--- config.mk ---
export PLATFORM = sky130hd
export DESIGN_NAME = id_decode_pipe_flat
export DESIGN_NICKNAME = d
export VERILOG_FILES = /design/src/rtl/id_decode_pipe_pkg.sv /design/src/rtl/id_decode_pipe_if.sv /design/src/rtl/id_decode_pipe_ctrl_decode_comb.sv /design/src/rtl/id_decode_pipe.sv /design/src/flat_wrapper.sv
export SDC_FILE = /design/constraint.sdc
export NUM_CORES = 1
export LEC_CHECK = 0
export CORE_MARGIN = 8
export CORE_UTILIZATION = 40
export DETAILED_ROUTE_END_ITERATION = 16
export GPL_ROUTABILITY_DRIVEN = 0
export PLACE_DENSITY = 0.61
export RECOVER_POWER = 100
export SLEW_MARGIN = 5
export SYNTH_ARGS = -nofsm -noshare
export SYNTH_HDL_FRONTEND = slang
export SYNTH_SLANG_ARGS = --single-unit
--- constraint.sdc ---
create_clock -name clk -period 6.7 [get_ports clk]
set_input_delay 0.67 -clock clk [delete_from_list [all_inputs] [get_ports clk]]
set_output_delay 0.67 -clock clk [all_outputs]
set_load 0.05 [all_outputs]
--- src/rtl/id_decode_pipe_pkg.sv ---
// id_decode_pipe_pkg: opcodes, ALU op codes, out_ctrl field layout and delay-slot states for the ID stage.
package id_decode_pipe_pkg;
  localparam int ALUOP_W_DEF = 5;
  localparam int CTRL_W_DEF = 12 + ALUOP_W_DEF;
  localparam logic [5:0] OP_RTYPE = 6'h00, OP_REGIMM = 6'h01, OP_J = 6'h02, OP_JAL = 6'h03;
  localparam logic [5:0] OP_BEQ = 6'h04, OP_BNE = 6'h05, OP_BLEZ = 6'h06, OP_BGTZ = 6'h07;
  localparam logic [5:0] OP_ADDI = 6'h08, OP_ADDIU = 6'h09, OP_SLTI = 6'h0a, OP_SLTIU = 6'h0b;
  localparam logic [5:0] OP_ANDI = 6'h0c, OP_ORI = 6'h0d, OP_XORI = 6'h0e, OP_LUI = 6'h0f;
  localparam logic [5:0] OP_LB = 6'h20, OP_LH = 6'h21, OP_LW = 6'h23, OP_LBU = 6'h24, OP_LHU = 6'h25;
  localparam logic [5:0] OP_SB = 6'h28, OP_SH = 6'h29, OP_SW = 6'h2b;
  localparam logic [5:0] F_SLL = 6'h00, F_SRL = 6'h02, F_SRA = 6'h03, F_SLLV = 6'h04, F_SRLV = 6'h06;
  localparam logic [5:0] F_SRAV = 6'h07, F_JR = 6'h08, F_JALR = 6'h09;
  localparam logic [5:0] F_ADD = 6'h20, F_ADDU = 6'h21, F_SUB = 6'h22, F_SUBU = 6'h23;
  localparam logic [5:0] F_AND = 6'h24, F_OR = 6'h25, F_XOR = 6'h26, F_NOR = 6'h27, F_SLT = 6'h2a, F_SLTU = 6'h2b;
  localparam logic [4:0] RT_BLTZ = 5'h00, RT_BGEZ = 5'h01, RT_BLTZAL = 5'h10, RT_BGEZAL = 5'h11;
  localparam logic [ALUOP_W_DEF-1:0] NOP_OP = 5'd0, R_OP = 5'd1, ADDI_OP = 5'd2, ADDIU_OP = 5'd3;
  localparam logic [ALUOP_W_DEF-1:0] SLTI_OP = 5'd4, SLTIU_OP = 5'd5, ANDI_OP = 5'd6, ORI_OP = 5'd7;
  localparam logic [ALUOP_W_DEF-1:0] XORI_OP = 5'd8, LUI_OP = 5'd9;
  // memen is bit 0 and aluop starts at bit 1; the one-bit flags sit above aluop at these offsets.
  localparam int MEMEN_B = 0, ALUOP_LSB = 1;
  localparam int JALR_O = 0, BAL_O = 1, JR_O = 2, JAL_O = 3, JUMP_O = 4, MEMTOREG_O = 5;
  localparam int MEMWRITE_O = 6, BRANCH_O = 7, ALUSRC_O = 8, REGDST_O = 9, REGWRITE_O = 10;
  typedef enum logic {DS_NORMAL, DS_SLOT} ds_state_e;
  function automatic logic [ALUOP_W_DEF-1:0] imm_aluop(logic [5:0] op);
    case (op)
      OP_ADDI: return ADDI_OP;
      OP_ADDIU: return ADDIU_OP;
      OP_SLTI: return SLTI_OP;
      OP_SLTIU: return SLTIU_OP;
      OP_ANDI: return ANDI_OP;
      OP_ORI: return ORI_OP;
      OP_XORI: return XORI_OP;
      default: return LUI_OP;
    endcase
  endfunction
endpackage

--- src/rtl/id_decode_pipe_if.sv ---
// id_decode_pipe_if: IF/ID-to-decode and decode-to-EX handshakes plus pipeline flush.
interface id_decode_pipe_if import id_decode_pipe_pkg::*; #(
  parameter int PC_W = 32,
  parameter int ALUOP_W = ALUOP_W_DEF
);
  logic flush, in_valid, in_ready, out_valid, out_ready, out_ri, out_in_ds;
  logic [31:0] in_instr, out_instr;
  logic [PC_W-1:0] in_pc, out_pc;
  logic [12+ALUOP_W-1:0] out_ctrl;
  modport master (
    output flush, in_valid, in_instr, in_pc, out_ready,
    input in_ready, out_valid, out_pc, out_instr, out_ctrl, out_ri, out_in_ds
  );
  modport slave (
    input flush, in_valid, in_instr, in_pc, out_ready,
    output in_ready, out_valid, out_pc, out_instr, out_ctrl, out_ri, out_in_ds
  );
endinterface

--- src/rtl/id_decode_pipe_ctrl_decode_comb.sv ---
// id_decode_pipe_ctrl_decode_comb: main decoder from instruction word to control bundle, RI flag and CTI flag.
module id_decode_pipe_ctrl_decode_comb import id_decode_pipe_pkg::*; #(
  parameter int ALUOP_W = ALUOP_W_DEF
) (
  input  logic [31:0] instr,
  output logic [12+ALUOP_W-1:0] ctrl,
  output logic ri,
  output logic is_cti
);
  localparam int F = ALUOP_W + 1;
  logic [5:0] op, fn;
  logic [4:0] rt;
  logic unused_bits;
  assign op = instr[31:26];
  assign rt = instr[20:16];
  assign fn = instr[5:0];
  assign unused_bits = ^{instr[25:21], instr[15:6]};
  always_comb begin
    ctrl = '0;
    ri = 1'b0;
    case (op)
      OP_RTYPE:
        case (fn)
          F_JR: ctrl[F+JR_O] = 1'b1;
          F_JALR: begin
            ctrl[F+REGWRITE_O] = 1'b1;
            ctrl[F+JALR_O] = 1'b1;
          end
          F_SLL, F_SRL, F_SRA, F_SLLV, F_SRLV, F_SRAV, F_ADD, F_ADDU, F_SUB, F_SUBU,
          F_AND, F_OR, F_XOR, F_NOR, F_SLT, F_SLTU: begin
            ctrl[F+REGWRITE_O] = 1'b1;
            ctrl[F+REGDST_O] = 1'b1;
            ctrl[ALUOP_W:ALUOP_LSB] = ALUOP_W'(R_OP);
          end
          default: ri = 1'b1;
        endcase
      OP_REGIMM:
        case (rt)
          RT_BLTZ, RT_BGEZ: ctrl[F+BRANCH_O] = 1'b1;
          RT_BLTZAL, RT_BGEZAL: begin
            ctrl[F+BRANCH_O] = 1'b1;
            ctrl[F+REGWRITE_O] = 1'b1;
            ctrl[F+BAL_O] = 1'b1;
          end
          default: ri = 1'b1;
        endcase
      OP_J: ctrl[F+JUMP_O] = 1'b1;
      OP_JAL: begin
        ctrl[F+REGWRITE_O] = 1'b1;
        ctrl[F+JAL_O] = 1'b1;
      end
      OP_BEQ, OP_BNE, OP_BLEZ, OP_BGTZ: ctrl[F+BRANCH_O] = 1'b1;
      OP_ADDI, OP_ADDIU, OP_SLTI, OP_SLTIU, OP_ANDI, OP_ORI, OP_XORI, OP_LUI: begin
        ctrl[F+REGWRITE_O] = 1'b1;
        ctrl[F+ALUSRC_O] = 1'b1;
        ctrl[ALUOP_W:ALUOP_LSB] = ALUOP_W'(imm_aluop(op));
      end
      OP_LB, OP_LBU, OP_LH, OP_LHU, OP_LW: begin
        ctrl[F+REGWRITE_O] = 1'b1;
        ctrl[F+ALUSRC_O] = 1'b1;
        ctrl[F+MEMTOREG_O] = 1'b1;
        ctrl[MEMEN_B] = 1'b1;
        ctrl[ALUOP_W:ALUOP_LSB] = ALUOP_W'(ADDIU_OP);
      end
      OP_SB, OP_SH, OP_SW: begin
        ctrl[F+ALUSRC_O] = 1'b1;
        ctrl[F+MEMWRITE_O] = 1'b1;
        ctrl[MEMEN_B] = 1'b1;
        ctrl[ALUOP_W:ALUOP_LSB] = ALUOP_W'(ADDIU_OP);
      end
      default: ri = 1'b1;
    endcase
  end
  assign is_cti = |{ctrl[F+BRANCH_O], ctrl[F+JUMP_O], ctrl[F+JAL_O], ctrl[F+JR_O], ctrl[F+JALR_O], ctrl[F+BAL_O]};
endmodule

--- src/rtl/id_decode_pipe.sv ---
// id_decode_pipe: registered ID stage; decodes into a skid buffer and tags branch delay-slot entries.
module id_decode_pipe import id_decode_pipe_pkg::*; #(
  parameter int ALUOP_W = ALUOP_W_DEF,
  parameter int PC_W = 32,
  parameter int BUF_DEPTH = 2
) (
  input logic clk,
  input logic rst,
  id_decode_pipe_if.slave bus
);
  localparam int CTRL_W = 12 + ALUOP_W;
  localparam int CNT_W = $clog2(BUF_DEPTH + 1);
  typedef struct packed {
    logic [PC_W-1:0] pc;
    logic [31:0] instr;
    logic [CTRL_W-1:0] ctrl;
    logic ri;
    logic ds;
  } entry_t;
  entry_t ent_q [BUF_DEPTH];
  entry_t ent_d [BUF_DEPTH];
  logic [CNT_W-1:0] count_q, count_d, widx;
  logic in_ready_q, in_ready_d, push, pop, dec_ri, dec_cti;
  logic [CTRL_W-1:0] dec_ctrl;
  ds_state_e ds_q, ds_d;
  id_decode_pipe_ctrl_decode_comb #(.ALUOP_W(ALUOP_W)) u_dec (
    .instr(bus.in_instr),
    .ctrl(dec_ctrl),
    .ri(dec_ri),
    .is_cti(dec_cti)
  );
  // Slot 0 is always the head; a pop shifts the rest down and a push lands just behind the survivors.
  always_comb begin
    push = bus.in_valid && in_ready_q && !bus.flush;
    pop = (count_q != '0) && bus.out_ready;
    widx = count_q - CNT_W'(pop);
    ent_d = ent_q;
    for (int i = 0; i < BUF_DEPTH - 1; i++) ent_d[i] = pop ? ent_q[i+1] : ent_q[i];
    for (int i = 0; i < BUF_DEPTH; i++)
      if (push && widx == CNT_W'(i))
        ent_d[i] = '{pc: bus.in_pc, instr: bus.in_instr, ctrl: dec_ctrl, ri: dec_ri, ds: ds_q == DS_SLOT};
    count_d = bus.flush ? '0 : count_q + CNT_W'(push) - CNT_W'(pop);
    in_ready_d = count_d < CNT_W'(BUF_DEPTH);
    ds_d = bus.flush ? DS_NORMAL : !push ? ds_q : dec_cti ? DS_SLOT : DS_NORMAL;
  end
  always_ff @(posedge clk or posedge rst) begin
    if (rst) begin
      for (int i = 0; i < BUF_DEPTH; i++) ent_q[i] <= '0;
      count_q <= '0;
      in_ready_q <= 1'b1;
    end else begin
      ent_q <= ent_d;
      count_q <= count_d;
      in_ready_q <= in_ready_d;
    end
  end
  always_ff @(posedge clk or posedge rst) begin
    if (rst) ds_q <= DS_NORMAL;
    else ds_q <= ds_d;
  end
  assign bus.in_ready = in_ready_q;
  assign bus.out_valid = count_q != '0;
  assign bus.out_pc = ent_q[0].pc;
  assign bus.out_instr = ent_q[0].instr;
  assign bus.out_ctrl = ent_q[0].ctrl;
  assign bus.out_ri = ent_q[0].ri;
  assign bus.out_in_ds = ent_q[0].ds;
endmodule

--- src/flat_wrapper.sv ---
// flat-port wrapper written by rule: the top's interface ports become plain ports
module id_decode_pipe_flat import id_decode_pipe_pkg::*;
#(
  parameter int ALUOP_W = ALUOP_W_DEF,
  parameter int PC_W = 32,
  parameter int BUF_DEPTH = 2
)
  (clk, rst, bus_flush, bus_in_valid, bus_in_instr, bus_in_pc, bus_out_ready, bus_in_ready, bus_out_valid, bus_out_pc, bus_out_instr, bus_out_ctrl, bus_out_ri, bus_out_in_ds);
  id_decode_pipe_if #(.PC_W(PC_W), .ALUOP_W(ALUOP_W)) bus_i ();
  input logic clk;
  input logic rst;
  input wire logic [$bits(bus_i.flush)-1:0] bus_flush;
  input wire logic [$bits(bus_i.in_valid)-1:0] bus_in_valid;
  input wire logic [$bits(bus_i.in_instr)-1:0] bus_in_instr;
  input wire logic [$bits(bus_i.in_pc)-1:0] bus_in_pc;
  input wire logic [$bits(bus_i.out_ready)-1:0] bus_out_ready;
  output wire logic [$bits(bus_i.in_ready)-1:0] bus_in_ready;
  output wire logic [$bits(bus_i.out_valid)-1:0] bus_out_valid;
  output wire logic [$bits(bus_i.out_pc)-1:0] bus_out_pc;
  output wire logic [$bits(bus_i.out_instr)-1:0] bus_out_instr;
  output wire logic [$bits(bus_i.out_ctrl)-1:0] bus_out_ctrl;
  output wire logic [$bits(bus_i.out_ri)-1:0] bus_out_ri;
  output wire logic [$bits(bus_i.out_in_ds)-1:0] bus_out_in_ds;
  assign bus_i.flush = bus_flush;
  assign bus_i.in_valid = bus_in_valid;
  assign bus_i.in_instr = bus_in_instr;
  assign bus_i.in_pc = bus_in_pc;
  assign bus_i.out_ready = bus_out_ready;
  assign bus_in_ready = bus_i.in_ready;
  assign bus_out_valid = bus_i.out_valid;
  assign bus_out_pc = bus_i.out_pc;
  assign bus_out_instr = bus_i.out_instr;
  assign bus_out_ctrl = bus_i.out_ctrl;
  assign bus_out_ri = bus_i.out_ri;
  assign bus_out_in_ds = bus_i.out_in_ds;
  id_decode_pipe #(.ALUOP_W(ALUOP_W), .PC_W(PC_W), .BUF_DEPTH(BUF_DEPTH)) u_core (.clk(clk), .rst(rst), .bus(bus_i));
endmodule
==> metrics.md <==
| Metric | Value |
|---|---|
| # IOs | between 150 and 200 |
| Critical path, cell by cell | dlygate4sd3_1, o21ai_4, buf_4, inv_1, ha_1, inv_1, nor3_4, clkbuf_2, o21ai_0 |
| Worst Tran Pin Value | roughly 4.4 ns |
| Met1 WL | around 9.2 mm |
| Htree depth | 4 |
| Fillers | approximately 1900 |
| Number of clock sinks | about 170 |
| Iter 0 DRT Violations | between 300 and 400 |
| Area grow syn2layout | 19.1% |
| Root Driver | clkbuf_16 |
| Element type at the critical path end | register |
| Post-synth EDFFs | 0 |
| First-pass GRT wire length | 32.2 mm |
| Share of layout cells above drive strength 1 | under 10% |
| Ranking of synthesized cells by area | dfrtp_1 51%, nand2_1 12%, mux2i_1 8.8%, buf_4 7.7%, o21ai_0 4.3% |
| Cts hold-fix bufs | 0 |
| # Max-Cap Violations | 4 |
| RSZ-0062 raised after global routing | no |
| Cell internal pwr | about 2.8 mW |
| Slew Viols, Final | 354 |
| Worst r2r dst | u_core.bus.out_pc[12]$_DFFE_PP0P_ |
| Hold WC Path Type | reg2reg |
| Vias per cell | just under 5 |
| Mapped Avg Cell Area | around 9.6 µm² |
| Min-delay src | u_core.ent_q[29]$_DFFE_PP0P_ |
| Max_slew headroom | -196% |
| Status | finished, violations left |
| Hold path endpoint | u_core.ent_q[29]$_DFFE_PP0P_ |
| Slowest cell on the critical path | clkbuf_2 |
| Top layer in use | met4 |
| Switch Pwr | between 2 and 2.5 mW |
| Top cell type's share of synthesized area | 50.9% |
| Routed Antenna Nets | 0 |
| Static Leak | 4.87 nW |
| CTS tree | yes |
| Initial core utilization | approximately 40% |
| Die width | approximately 160 µm |
| Post-DP Area | between 0.009 and 0.01 mm² |
| HPWL reported at the end of detailed placement | approximately 13 mm |
| Pwr/cell area | approximately 520 mW/mm² |
| Maximum clock insertion buffer count | 2 |
| Reg-to-reg slack, setup | 1.97 ns |
| Worst R2R Start | u_core.count_q[1]$_DFF_PP0_ |
| Peak supply drop | between 0.3 and 0.4 mV |
| Setup Buffers After CTS | 0 |
| Ant. Diodes | 0 |
| Synth Instances | around 860 |
| Synthesized flop and latch total | 168 |
| Synth Net Count | 930 |
| Cell family with most CP delay | buffers and inverters |
| Max Clk Rate | between 0.15 and 0.2 GHz |
| Largest net degree at the start of global routing | 101 |
| Crit path kind | in2reg |
| Wire length per cell | approximately 16 µm |
| Post-Route WL | 19.4 mm |
| Synth area leader | dfrtp_1 |
| Final Cycle Share | 74.7% |
| Crit-path max cell delay | 1.26 ns |
| Post_cts resized | 0 |
| Bufs and invs on worst path | 5 |
| Final setup vio count | 0 |
| Initial antenna violation count | 0 |
| Final Hold Viols | 0 |
| YS warnings | 0 |
| Fin area | 0.00978 mm² |
| Rows | 52 |
| Startpoint Class | primary input |
| Clk network pwr share | about a fifth |
| Critical path data required time | 6.92 ns |
| Number of global-route vias before repair | between 5000 and 6000 |
| GRT Total Usage | approximately 15% |
| Register share of total power | about a third |
| # nets final | 972 |
| Hold Crit Depth | 2 |
| Cells on worst reg2reg path | 8 |
| IO Port Bufs | about 150 |
| Vias | roughly 5700 |
| Worst-path clk slew | around 0.060 ns |
| WL met2 | approximately 9.0 mm |
| Clock skew | between 0.006 and 0.007 ns |
| Most common cell after layout, fill and taps aside | nand2_1 |
| Chip Height | about 160 µm |
| Fin crit period | between 5 and 6 ns |
| Switching part of the total power | approximately 45% |
| DR DRC count | 0 |
| Worst Path Max Fanout | 90 |
| CP most frequent cell | inv_1 |
| Top_reg_cell synth | dfrtp_1 |
| Worst-skew pair later-pin latency | about 0.42 ns |
| Combinational group share of total power | 46.7% |
| Total Neg Setup Slack | 0 ns |
| Die ar. | about 0.025 mm² |
| Pre-Repair DR Iteration Count | 5 |
| Detailed route wirelength on metal3 | 994 µm |
| Most frequent cells in the layout | 270 x nand2_1, 167 x dfrtp_1, 86 x dlygate4sd3_1 |
| Num CTS Buffers | 17 |
| Total grt overflow | 0 |
| Failing checks | capacitance limit, slew limit |
| CP Data Arrival Time | between 5 and 6 ns |
| Core area | between 0.02 and 0.025 mm² |
| Synthesized cell area | 0.00821 mm² |
| Ys async rst share | between 90% and 100% |
| Count of different cell masters after synthesis | 53 |
| Sequential cell area fraction in the yosys report | between 50 and 60% |
==> per-layer routing <==
metal  track usage (%)  vias up
met5                 0        -
met4              3.73        0
li1                  -     2837
met2              24.0      141
met3              4.45       11
met1              20.9     2753
==> logic make-up (layout without fill, tap and decap cells) <==
group           Yosys count  count (layout)  share of synthesized area, %
mux                      77              77                          9.46
xor+xnor                  6               6                         0.732
fa+ha+maj                 3               3                         0.457
buf+inv                 146             201                          11.9
compound gates          135             135                          9.51
flops                   168             168                          51.2
simple gates            322             322                          16.7
other cells               1               1                        0.0457
==> cells in the mapped netlist (2+ instances only) <==
cell type / n
inv_1: 11
buf_6: 10
nor4b_1: 2
nand4_1: 3
and3_1: 3
a31oi_1: 4
or4_4: 2
nor2b_1: 3
mux2i_1: 72
dfrtp_1: 167
buf_4: 84
a21oi_1: 16
o31ai_1: 2
o21ai_0: 71
xnor2_1: 2
mux2_2: 5
and3b_1: 2
o21ai_1: 15
clkbuf_1: 11
ha_1: 3
nand2b_1: 3
nor2_1: 10
xor2_1: 3
a2111oi_0: 2
and2_1: 10
a21o_1: 2
a211oi_1: 12
nand3_1: 4
nand2_1: 270
or2_2: 2
buf_2: 30
==> worst max-delay path by stage <==
stage | from | depth (start not counted) | slack [ns] | endpoint
detailed placement | bus_out_ready | 9 | 2.25 | u_core.bus.out_instr[28]$_DFFE_PP0P_
global placement | bus_out_ready | 10 | 2.31 | u_core.bus.out_ctrl[10]$_DFFE_PP0P_
floorplan | rst | 1 | 1.48 | u_core.bus.out_ctrl[0]$_DFFE_PP0P_
CTS | bus_out_ready | 10 | 2.70 | u_core.bus.out_ctrl[10]$_DFFE_PP0P_
finish | bus_out_ready | 9 | 1.70 | u_core.bus.out_pc[12]$_DFFE_PP0P_
global route | bus_out_ready | 9 | 1.32 | u_core.bus.out_pc[20]$_DFFE_PP0P_
==> area by class of cell <==
class	count	area, µm²	share of cell area [%]
Tap cell	270	338	3.45
Multi-Input combinational cell	544	3030	31.0
Sequential cell	168	4210	43.0
Inverter	11	42.5	0.435
Timing Repair Buffer	158	1560	16.0
Clock inverter	14	160	1.64
Clock buffer	18	439	4.49
==> state kept, by name (all words and copies together) (netlist names) <==
signal,flops
u_core.bus.out_ri,1
u_core.ent_q,82
u_core.count_q,2
u_core.ds_q,1
u_core.bus.out_pc,32
u_core.bus.out_ctrl,16
u_core.bus.in_ready,1
u_core.bus.out_in_ds,1
u_core.bus.out_instr,32
==> per-stage QoR <==
| stage | worst slack, ns | hold slack, ns | std cells | util (%) | total power [mW] |
|---|---|---|---|---|---|
| 2_1_floorplan | 1.48 | 0.445 | 858 | - | 3.77 |
| 3_3_place_gp | 2.31 | 0.458 | 1151 | 45.7 | 4.18 |
| 3_5_place_dp | 2.25 | 0.463 | 1151 | 45.7 | 4.22 |
| 4_1_cts | 2.70 | 0.481 | 1183 | 48.7 | 5.25 |
| 5_1_grt | 1.32 | 0.492 | 1183 | 48.5 | 5.42 |
| 6_report | 1.70 | 0.475 | 1183 | 48.5 | 5.08 |
==> worst min-delay path: cells and delay by family, from the launching register on <==
family           cells  cell delay [ns]
DFF                  1             0.34
and+or+nand+nor      2             0.10
==> power groups by stage <==
stage / clock network, mW / logic, mW / registers [mW]
detailed placement: 0 / 2.49 / 1.73
CTS: 1.03 / 2.50 / 1.72
global route: 1.07 / 2.58 / 1.76
global placement: 0 / 2.45 / 1.72
finish: 1.01 / 2.37 / 1.70
floorplan: 0 / 2.09 / 1.68
(Power assumes the default switching activity.)
